<file path="config.mk">
export PLATFORM = sky130hd
export DESIGN_NAME = clock_ratio_meter
export DESIGN_NICKNAME = d
export VERILOG_FILES = /design/src/rtl/clock_ratio_meter_pkg.sv /design/src/rtl/clock_ratio_meter_sync_edge_detect.sv /design/src/rtl/clock_ratio_meter.sv
export SDC_FILE = /design/constraint.sdc
export NUM_CORES = 1
export LEC_CHECK = 0
export CAP_MARGIN = 20
export CORE_AREA = 5 5 138 140
export CTS_CLUSTER_DIAMETER = 200
export DETAILED_ROUTE_END_ITERATION = 12
export DIE_AREA = 0 0 143 145
export PLACE_DENSITY = 0.49
export REMOVE_ABC_BUFFERS = 1
export SLEW_MARGIN = 20
export SYNTH_ARGS = -nofsm -noshare
export SYNTH_HDL_FRONTEND = slang
export SYNTH_SLANG_ARGS = --single-unit
export TNS_END_PERCENT = 100
</file>
<file path="constraint.sdc">
create_clock -name in_clock -period 9.4 [get_ports in_clock]
set_clock_uncertainty 0.15 [all_clocks]
set_input_delay 0.94 -clock in_clock [delete_from_list [all_inputs] [get_ports in_clock]]
set_output_delay 0.94 -clock in_clock [all_outputs]
set_load 0.03 [all_outputs]
</file>
<file path="src/rtl/clock_ratio_meter_pkg.sv">
// Shared constants for the clock ratio meter: FSM encodings and default sizing.
package clock_ratio_meter_pkg;

   localparam int unsigned DEFAULT_WIDTH       = 16;
   localparam int unsigned DEFAULT_SYNC_STAGES = 2;

   typedef enum logic [1:0] {
      WAIT_EDGE = 2'd0,
      MEAS_HIGH = 2'd1,
      MEAS_LOW  = 2'd2
   } meas_state_t;

endpackage

</file>
<file path="src/rtl/clock_ratio_meter_sync_edge_detect.sv">
// Multi-flop synchronizer for an asynchronous level, with one-cycle rise/fall pulses
// derived from the synchronized level and its registered copy.
module sync_edge_detect #(
   parameter int unsigned SYNC_STAGES = 2
) (
   input  logic in_clock,
   input  logic reset,
   input  logic async_in,
   output logic rise_c,
   output logic fall_c
);

   logic [SYNC_STAGES-1:0] sync_q;
   logic                   level_d_q;
   logic                   level;

   always_ff @(posedge in_clock or posedge reset) begin
      if (reset) begin
         sync_q    <= '0;
         level_d_q <= 1'b0;
      end else begin
         sync_q    <= {sync_q[SYNC_STAGES-2:0], async_in};
         level_d_q <= sync_q[SYNC_STAGES-1];
      end
   end

   assign level  = sync_q[SYNC_STAGES-1];
   assign rise_c = level & ~level_d_q;
   assign fall_c = ~level & level_d_q;

endmodule

</file>
<file path="src/rtl/clock_ratio_meter.sv">
// Measures high/low phase lengths of meas_clock in in_clock cycles, recovers the
// divider setting that produced it, and flags lock and stall conditions.
module clock_ratio_meter
   import clock_ratio_meter_pkg::*;
#(
   parameter int unsigned WIDTH       = DEFAULT_WIDTH,
   parameter int unsigned SYNC_STAGES = DEFAULT_SYNC_STAGES
) (
   input  logic             in_clock,
   input  logic             reset,
   input  logic             meas_clock,
   input  logic             enable,
   output logic [WIDTH-1:0] high_len,
   output logic [WIDTH-1:0] low_len,
   output logic [WIDTH-1:0] divider_est,
   output logic             symmetric,
   output logic             valid,
   output logic             locked,
   output logic             stalled
);

   localparam logic [WIDTH-1:0] CNT_MAX = '1;
   localparam logic [WIDTH-1:0] CNT_ONE = WIDTH'(1);

   meas_state_t      state_q, state_d;
   logic [WIDTH-1:0] cnt_q, cnt_d;
   logic [WIDTH-1:0] hl_tmp_q, hl_tmp_d;
   logic [WIDTH-1:0] high_len_q, high_len_d;
   logic [WIDTH-1:0] low_len_q, low_len_d;
   logic [WIDTH-1:0] div_q, div_d;
   logic             sym_q, sym_d;
   logic             valid_q, valid_d;
   logic             locked_q, locked_d;
   logic             stalled_q, stalled_d;

   logic             rise_c, fall_c;
   logic             cnt_at_max_c;
   logic [WIDTH-1:0] cnt_inc_c;
   logic [WIDTH:0]   sum_c;
   logic             pub_sym_c;
   logic [WIDTH-1:0] pub_div_c;

   sync_edge_detect #(
      .SYNC_STAGES(SYNC_STAGES)
   ) u_sync (
      .in_clock(in_clock),
      .reset   (reset),
      .async_in(meas_clock),
      .rise_c  (rise_c),
      .fall_c  (fall_c)
   );

   // Saturating counter: the step that lands on CNT_MAX is the stall point.
   assign cnt_at_max_c = (cnt_q >= (CNT_MAX - CNT_ONE));
   assign cnt_inc_c    = cnt_at_max_c ? CNT_MAX : (cnt_q + CNT_ONE);

   // Divider estimate for the period being published (high = hl_tmp_q, low = cnt_q).
   assign sum_c     = (WIDTH+1)'(hl_tmp_q) + (WIDTH+1)'(cnt_q);
   assign pub_sym_c = (hl_tmp_q == cnt_q);
   assign pub_div_c = pub_sym_c ? (hl_tmp_q - CNT_ONE) : (sum_c[WIDTH:1] - CNT_ONE);

   always_ff @(posedge in_clock or posedge reset) begin
      if (reset) begin
         state_q    <= WAIT_EDGE;
         cnt_q      <= '0;
         hl_tmp_q   <= '0;
         high_len_q <= '0;
         low_len_q  <= '0;
         div_q      <= '0;
         sym_q      <= 1'b0;
         valid_q    <= 1'b0;
         locked_q   <= 1'b0;
         stalled_q  <= 1'b0;
      end else begin
         state_q    <= state_d;
         cnt_q      <= cnt_d;
         hl_tmp_q   <= hl_tmp_d;
         high_len_q <= high_len_d;
         low_len_q  <= low_len_d;
         div_q      <= div_d;
         sym_q      <= sym_d;
         valid_q    <= valid_d;
         locked_q   <= locked_d;
         stalled_q  <= stalled_d;
      end
   end

   always_comb begin
      state_d    = state_q;
      cnt_d      = cnt_q;
      hl_tmp_d   = hl_tmp_q;
      high_len_d = high_len_q;
      low_len_d  = low_len_q;
      div_d      = div_q;
      sym_d      = sym_q;
      valid_d    = 1'b0;
      locked_d   = locked_q;
      stalled_d  = stalled_q;

      if (!enable) begin
         state_d  = WAIT_EDGE;
         cnt_d    = '0;
         locked_d = 1'b0;
      end else begin
         if (rise_c) begin
            stalled_d = 1'b0;
         end
         unique case (state_q)
            WAIT_EDGE: begin
               if (rise_c) begin
                  state_d = MEAS_HIGH;
                  cnt_d   = CNT_ONE;
               end else begin
                  cnt_d = cnt_inc_c;
                  if (cnt_at_max_c) begin
                     stalled_d = 1'b1;
                     locked_d  = 1'b0;
                  end
               end
            end
            MEAS_HIGH: begin
               if (fall_c) begin
                  hl_tmp_d = cnt_q;
                  cnt_d    = CNT_ONE;
                  state_d  = MEAS_LOW;
               end else if (cnt_at_max_c) begin
                  cnt_d     = CNT_MAX;
                  stalled_d = 1'b1;
                  locked_d  = 1'b0;
                  state_d   = WAIT_EDGE;
               end else begin
                  cnt_d = cnt_inc_c;
               end
            end
            MEAS_LOW: begin
               if (rise_c) begin
                  high_len_d = hl_tmp_q;
                  low_len_d  = cnt_q;
                  sym_d      = pub_sym_c;
                  div_d      = pub_div_c;
                  valid_d    = 1'b1;
                  locked_d   = (hl_tmp_q == high_len_q) && (cnt_q == low_len_q);
                  cnt_d      = CNT_ONE;
                  state_d    = MEAS_HIGH;
               end else if (cnt_at_max_c) begin
                  cnt_d     = CNT_MAX;
                  stalled_d = 1'b1;
                  locked_d  = 1'b0;
                  state_d   = WAIT_EDGE;
               end else begin
                  cnt_d = cnt_inc_c;
               end
            end
            default: begin
               state_d = WAIT_EDGE;
               cnt_d   = '0;
            end
         endcase
      end
   end

   assign high_len    = high_len_q;
   assign low_len     = low_len_q;
   assign divider_est = div_q;
   assign symmetric   = sym_q;
   assign valid       = valid_q;
   assign locked      = locked_q;
   assign stalled     = stalled_q;

endmodule
</file>
# Word-level counts from Yosys, hierarchy flattened
# Index checks and enable logic that the tools add are counted.
# word_totals
reg_bits,89
out_inout_bits,52
# op_classes
addsub,4
magnitude_cmp,1
n_eq_ne,9
n_mux,28
n_bitwise,4
reduce_logical,6
# ops
op,n
2-to-1 mux 16 bit,7
equality test 16 bit,3
case mux 16 bit (3 select lines),1
subtractor 16 x 1 -> 16 bit (second input constant),2
adder 16 x 16 -> 17 bit,1
adder 16 x 1 -> 16 bit (second input constant),1
greater-or-equal comparator 16 bit (second input constant),1
2-to-1 mux 1 bit,12
2-to-1 mux 2 bit,5
inequality test 3 bit (second input constant),3
AND reduction 3 bit,3
case mux 2 bit (3 select lines),1
inequality test 4 x 1 -> 1 bit (second input constant),1
case mux 1 bit (3 select lines),1
AND 1 bit,2
equality test 2 x 1 -> 1 bit (second input constant),1
equality test 2 bit (second input constant),1
zero test 2 bit,1
inverter 1 bit,2
case mux 1 bit (2 select lines),1
OR reduction 2 bit,1
logical AND 1 bit,1

# Logic depth before layout (Yosys ltp)
# Gate-level depths: netlist (run 1).
# logic_depth
ltp_word,6
mapped_depth,14
depth_no_buf,12

# Cells and area by module
# From an unflattened synthesis (run 1), not the netlist that was laid out.
# hier_totals
hier_cells,574
area_unflattened_um2,5291.3
# by_module_without_submodules
mod,instances,cells_each,area_per_inst_um2,seq_area_each_um2
clock_ratio_meter,1,568,5197.5,2152.1
sync_edge_detect,1,6,93.8,75.1

# Worst setup path after synthesis (run 1)
# Ideal clock, no wire load.
# synth_timing
path_kind,register to register
startpoint,register cnt_q[11]
endpoint,register div_q[12] (netlist: divider_est[12])
t_arrival_ps,3005
path_slack_ps,6120
stages_incl_launch_ff,15
path_buffers,3
period_less_slack_ps,3280
cell_sequence,dfrtp_1 ha_1 buf_2 nor4_2 and4_1 clkbuf_1 clkbuf_1 nor2_1 a21oi_1 ha_1 o21a_1 nand3_1 nor2_1 xnor2_1 mux2_2
# synth_between
elab_chain_len,3
elab_cells_between_ends,4
classes_between,add/sub (2); eq/ne (1); mux (1)
# synth_rtl
item,line_no,text
from (decl),clock_ratio_meter.sv:26,"logic [WIDTH-1:0] cnt_q, cnt_d;"
from (signal assigned),clock_ratio_meter.sv:76,cnt_q <= cnt_d;
adder 16 x 16 -> 17 bit,clock_ratio_meter.sv:58,assign sum_c = (WIDTH+1)'(hl_tmp_q) + (WIDTH+1)'(cnt_q);
subtractor 16 x 1 -> 16 bit,clock_ratio_meter.sv:60,assign pub_div_c = pub_sym_c ? (hl_tmp_q - CNT_ONE) : (sum_c[WIDTH:1] - CNT_ONE);
2-to-1 mux 16 bit *,clock_ratio_meter.sv:60,
to (signal assigned),clock_ratio_meter.sv:80,div_q <= div_d;
to (decl),clock_ratio_meter.sv:30,"logic [WIDTH-1:0] div_q, div_d;"
# Every way passes the cells marked *; elsewhere a longest branch is shown, timed or not.
# A chain may end at the register's enable or synchronous reset.

# Worst setup path after layout (run 1)
# layout_timing
startpoint,register cnt_q[6]
endpoint,register div_q[12] (netlist: divider_est[12])
# Same word-level chain as after synthesis.

==> impl_metrics.py, run 1 <==
metrics = {
    "synth": {
        "synth-main-ff-cell": "dfrtp_1",
        "synthTopCellsByArea": "dfrtp_1 43%, nand2_1 9.5%, xor2_1 5.4%, ha_1 4.6%, xnor2_1 4.6%",
        "yosys.area.top_type": "dfrtp_1",
        "synth_compound_area_share_pct": 14.5,
        "ys.warnings.count": 0,
        "synth_edf_count": 0,
        "synth-simple-area-share_pct": 20.9,
        "avgSynthCellArea_um2": 9.03,
        "async_reset_ff_share_pct": 100,
        "synth.cell_area_mm2": 0.00519,
        "synthMuxAreaShare_pct": 3.64,
        "seq_area_frac_synth_pct": 42.9,
        "yosys_register_bits": 89,
        "synthDistinctLibCells": 60,
        "synth_top_family_by_area": "simple AND/OR/NAND/NOR gates",
        "synthAdderAreaFrac_pct": 4.97,
        "syn_inst": 575,
        "synth_top_cell_area_share_pct": 42.9,
        "synthXorXnorAreaFrac_pct": 9.96,
    },
    "sta": {
        "setup_tns_ns": 0,
        "rsz0062_at_grt": "false",
        "hold_viol_final": 0,
        "maxSlewHeadroom_pct": 39.6,
        "fin_crit_ns": 3.90,
        "worstMarginPinSlew_ns": 0.904,
        "setup_viol": 0,
        "fmax_mhz": 256,
        "fin_crit_sh_pct": 41.5,
        "drv_slew": 0,
    },
    "worst_setup_path": {
        "criticalPathCategory": "flip-flop to flip-flop",
        "reg2reg_slack_ns": 5.50,
        "path_max_fanout": 15,
        "cp.arrival_ns": 3.99,
        "critPathCaptureType": "flip-flop",
        "worst_ep_required_time_ns": 9.49,
        "setup.worst_path.start_class": "flip-flop",
        "crit_family": "simple AND/OR/NAND/NOR gates",
        "critPathMaxStageDelay_ns": 0.73,
        "path_buf_inv": 0,
        "path_cells": "ha_1 > nor4_1 > and4_1 > a2111oi_0 > a221oi_1 > nor4_4 > nand3_1 > nor2_1 > xnor2_1 > mux2_2",
        "cp_slowest_cell": "a221oi_1",
    },
    "die": {
        "core_mm2": 0.0177,
        "initial_utilization_pct": 29.3,
        "die_w_um": 143,
        "die_y_um": 145,
        "num_io_pins": 56,
        "die_area_mm2": 0.0207,
        "row_count": 49,
    },
    "clocking": {
        "hold_buffers": 0,
        "post_cts_buffers": 0,
        "cts.sinks": 89,
        "cts_tree": "done",
        "cts_htree_levels": 3,
        "cts_buffers": 9,
        "clockBufferDepth": 2,
        "root_buffer": "clkbuf_16",
        "clk_latency_ns": 0.35,
        "clk_transition_reported_paths_ns": 0.07,
        "cts_resized": 0,
    },
    "placed_design": {
        "dp_hpwl_mm": 10.5,
        "port_buffers": 55,
        "globalplace.congestion": 0.900,
    },
    "outcome": {
        "status": "complete, no violations",
    },
    "power": {
        "peakVddDrop_uv": 69.0,
        "p_per_area_mw_per_mm2": 169,
        "p_leak_nw": 2.94,
    },
    "final_layout": {
        "utilization_pct": 35.3,
        "nets": 641,
        "fillCellCount": 1786,
        "layout-drive-gt1-share_pct": 7.88,
        "diodes": 0,
        "layout_commonest_cell": "nand2_1",
        "layout.cells.most_common_list": "131 x nand2_1, 89 x dfrtp_1, 55 x clkdlybuf4s50_1, 33 x nor2_1",
        "syn2layout_area_growth_pct": 20.6,
    },
    "drt": {
        "num_vias": 4308,
        "routedWlPerCell_um": 17.1,
        "avgViaCountPerCell": 5.06,
        "drcViolationCount": 0,
        "ant_nets": 0,
        "drtIter0Drc": 259,
        "drtPass1Iterations": 6,
        "drt_wl_total_mm": 14.5,
    },
    "grt": {
        "antenna_found_initial": 0,
        "grt_start_max_net_pins": 67,
        "overflow": 0,
        "track_usage_pct": 14.3,
        "grt_first_pass_wirelength_mm": 23.5,
        "grt_pass1_vias": 4345,
    },
    "flow_run": {
        "cap_viol_max_count": 0,
    },
    "hold_path": {
        "hp-class": "flip-flop to flip-flop",
    },
}
## cell families after synthesis
kind of cell / count (synthesis)
and+or+nand+nor: 235
adders and majority gates: 20
buffers and inverters: 41
xor gates and xnor gates: 59
muxes: 17
DFF: 89
AOI/OAI and AO/OA: 114
## cell type report
cell class | instances | area (um^2) | share of cell area (%)
inverter | 11 | 42.5 | 0.679
timing repair buffer | 61 | 599 | 9.57
tap | 229 | 287 | 4.58
multi-input combinational | 445 | 2810 | 44.8
clock buffer | 10 | 229 | 3.66
sequential | 89 | 2230 | 35.6
clock inverter | 6 | 68.8 | 1.10
## report_power, final
group | internal, mW | switching (mW)
sequential | 0.398 | 0.0149
combinational | 0.114 | 0.163
clock | 0.207 | 0.160
total | 0.719 | 0.338
## cells in the mapped netlist, drive strengths merged (7+ instances only)
cell type and number:
a21o 9, a21oi 28, clkbuf 25, dfrtp 89
ha 19, inv 10, mux2 15, nand2 131
nand2b 7, nand3 11, nand4 11, nor2 33
nor3 7, nor4 10, o21ai 33, xnor2 27
xor2 32
## routing by layer
metal	wire [um]	GRT usage (%)
met1	6570	18.8
met2	6950	23.1
met3	594	2.27
met4	393	6.51
met5	0	0
## path summary, 6_finish.rpt
check	depth (start not counted)	end	from
min in group asynchronous	2	high_len[7]	reset
max in group asynchronous	3	high_len[11]	reset
setup / recovery	10	divider_est[12]	cnt_q[6]
hold / removal	0	u_sync.sync_q[1]	u_sync.sync_q[0]
setup reg to reg	10	divider_est[12]	cnt_q[6]
hold reg to reg	0	u_sync.sync_q[1]	u_sync.sync_q[0]
## metrics by stage
stage	total power, mW	hold WS (ns)	setup WS, ns	instances	cell area (um^2)
floorplan	0.620	0.181	5.63	545	5070
global placement	0.698	0.184	5.03	834	5950
detailed placement	0.699	0.188	5.01	834	5950
CTS	1.07	0.203	4.96	850	6250
global route	1.11	0.222	5.16	851	6260
finish	1.06	0.201	5.50	851	6260
## registers in the layout, indices dropped and copies added (netlist names)
name,cells
u_sync.level_d_q,1
low_len,16
state_q,2
symmetric,1
stalled,1
hl_tmp_q,16
divider_est,16
u_sync.sync_q,2
valid,1
cnt_q,16
locked,1
high_len,16
No activity file was read; power rests on OpenSTA's default activity.
==> inputs of run 2 (changes only) <==
--- a/config.mk
+++ b/config.mk
@@ -10,7 +10,7 @@
 export CTS_CLUSTER_DIAMETER = 200
 export DETAILED_ROUTE_END_ITERATION = 12
 export DIE_AREA = 0 0 143 145
-export PLACE_DENSITY = 0.49
+export PLACE_DENSITY = 0.51
 export REMOVE_ABC_BUFFERS = 1
 export SLEW_MARGIN = 20
 export SYNTH_ARGS = -nofsm -noshare
==> constraint.sdc (replaced) <==
create_clock -name in_clock -period 3.5 [get_ports in_clock]
set_clock_uncertainty 0.15 [all_clocks]
set_input_delay 0.35 -clock in_clock [delete_from_list [all_inputs] [get_ports in_clock]]
set_output_delay 0.35 -clock in_clock [all_outputs]
set_load 0.03 [all_outputs]
==> run 2 against run 1 <==
Worst hold slack hardly changed; core utilization is 2.2 points higher; critical endpoint unchanged; fmax is 19% higher; design area is 6.1% higher; combinational power grew to 3.0 times the previous value; global-route usage is 0.059 points higher; non-clock buffer count is 48 higher; critical path type unchanged; die area stayed put.
==> impl_metrics.py, run 2 (same netlist as run 1, synthesis figures left out) <==
metrics = {
    "grt": {
        "track_usage_pct": 14.4,
        "grt.met2_usage_pct": 22.5,
        "grt_pass1_vias": 4402,
        "overflow": 0,
        "grt_start_max_net_pins": 66,
        "use_met3_pct": 2.47,
        "busiest_layer": "met2",
        "grt_first_pass_wirelength_mm": 23.8,
        "antenna_found_initial": 0,
        "use_met1_pct": 19.8,
    },
    "sta": {
        "fin_hold_ws_ns": 0.201,
        "worstMarginPinSlew_ns": 0.841,
        "fin_crit_sh_pct": 93.6,
        "drv_slew": 0,
        "setup_viol": 0,
        "maxSlewHeadroom_pct": 43.8,
        "setup_tns_ns": 0,
        "fin_crit_ns": 3.27,
        "hold_viol_final": 0,
        "fmax_mhz": 305,
    },
    "final_layout": {
        "diodes": 0,
        "nets": 689,
        "syn2layout_area_growth_pct": 28.0,
        "layout.cells.most_common_list": "131 x nand2_1, 89 x dfrtp_1, 55 x clkdlybuf4s50_1, 53 x buf_4, 33 x nor2_1",
        "layout-drive-gt1-share_pct": 15.5,
        "finalInstanceArea_mm2": 0.00665,
        "layout_commonest_cell": "nand2_1",
    },
    "worst_setup_path": {
        "setup.worst_path.start_class": "flip-flop",
        "critPathCaptureType": "flip-flop",
        "crit_end": "divider_est[12]",
        "reg2reg_slack_ns": 0.23,
        "path_max_fanout": 3,
        "crit_start": "cnt_q[0]",
        "criticalPathCategory": "flip-flop to flip-flop",
        "rr_startpoint": "cnt_q[0]",
        "reg2reg_depth": 12,
        "r2r_end": "divider_est[12]",
        "worst_ep_required_time_ns": 3.58,
        "cp.arrival_ns": 3.36,
    },
    "placed_design": {
        "dp_hpwl_mm": 10.9,
        "globalplace.congestion": 0.881,
        "placed_cell_area_mm2": 0.00632,
        "port_buffers": 55,
    },
    "clocking": {
        "hold_buffers": 0,
        "root_buffer": "clkbuf_16",
        "cts.sinks": 89,
        "cts_htree_levels": 3,
        "clk_transition_reported_paths_ns": 0.07,
        "cts_buffers": 9,
        "cts_tree": "done",
        "clockBufferDepth": 2,
        "clk_latency_ns": 0.36,
    },
    "die": {
        "die_area_mm2": 0.0207,
        "die_y_um": 145,
        "num_io_pins": 56,
        "initial_utilization_pct": 29.3,
        "core_mm2": 0.0177,
        "row_count": 49,
        "die_w_um": 143,
    },
    "drt": {
        "avgViaCountPerCell": 4.89,
        "drcViolationCount": 0,
        "drt_wl_total_mm": 14.5,
        "routedWlPerCell_um": 16.1,
        "drtPass1Iterations": 5,
        "ant_nets": 0,
        "num_vias": 4398,
        "drtIter0Drc": 221,
    },
    "hold_path": {
        "hp-class": "input pin to async pin",
    },
    "power": {
        "p_leak_nw": 3.21,
        "peakVddDrop_uv": 212,
        "power.total_mw": 2.85,
        "p_per_area_mw_per_mm2": 430,
    },
    "outcome": {
        "status": "complete, no violations",
    },
    "flow_run": {
        "cap_viol_max_count": 0,
    },
}
-- run 2: where the power goes --
part | switching [mW] | internal (mW)
clock | 0.427 | 0.502
sequential | 0.0275 | 1.07
combinational | 0.459 | 0.370
total | 0.914 | 1.94
-- run 2: repair_timing --
action,4_1_cts,5_1_grt
buffers inserted,0,1
endpoints found under the setup margin,0,3
resized for setup,0,6
-- run 2: worst max-delay path: stages, from the launching register on --
cell      delay [ns]
dfrtp_1         0.37
ha_1            0.17
inv_1           0.06
fa_1            0.39
nand2b_1        0.20
a21oi_2         0.21
o211ai_1        0.16
o41a_1          0.40
nor4_4          0.33
nand3_1         0.20
nor2_1          0.17
xnor2_1         0.08
mux2_2          0.26
-- run 2: metrics by stage --
stage / instances / setup slack (ns) / utilization (%)
floorplan: 545 / -0.261 / -
global placement: 882 / 0.177 / 35.7
detailed placement: 882 / 0.129 / 35.7
CTS: 898 / 0.105 / 37.3
global route: 899 / -0.0543 / 37.5
finish: 899 / 0.225 / 37.5
-- run 2: worst min-delay path by stage --
stage                     startpoint                to  slack [ns]  cells past startpoint
floorplan           u_sync.sync_q[0]  u_sync.sync_q[1]        0.18                      0
CTS                 u_sync.sync_q[0]  u_sync.sync_q[1]        0.20                      0
detailed placement  u_sync.sync_q[0]  u_sync.sync_q[1]        0.19                      0
global placement    u_sync.sync_q[0]  u_sync.sync_q[1]        0.19                      0
finish                         reset       high_len[7]        0.20                      2
global route        u_sync.sync_q[0]  u_sync.sync_q[1]        0.21                      0
-- run 2: routing by layer --
| metal | up-vias | wire length (um) |
|---|---|---|
| met1 | 2083 | 6820 |
| met5 | - | 0 |
| met4 | 0 | 456 |
| met3 | 28 | 541 |
| met2 | 98 | 6680 |
| li1 | 2189 | - |
-- run 2: area by class of cell --
cell class / count / area, um^2
Clock buffer: 10 / 239
Clock inverter: 6 / 41.3
Fill cell: 1780 / 11100
Inverter: 11 / 42.5
Multi-Input combinational cell: 445 / 2840
Sequential cell: 89 / 2230
Tap cell: 229 / 287
Timing Repair Buffer: 109 / 968
==> inputs of run 3 (changes only) <==
--- a/config.mk
+++ b/config.mk
@@ -5,7 +5,8 @@
 export SDC_FILE = /design/constraint.sdc
 export NUM_CORES = 1
 export LEC_CHECK = 0
-export CAP_MARGIN = 20
+export ABC_CLOCK_PERIOD_IN_PS = 3500
+export CAP_MARGIN = 10
 export CORE_AREA = 5 5 138 140
 export CTS_CLUSTER_DIAMETER = 200
 export DETAILED_ROUTE_END_ITERATION = 12
==> results of run 3 <==
The final DEF is identical to that of run 2; final timing and power are the same.
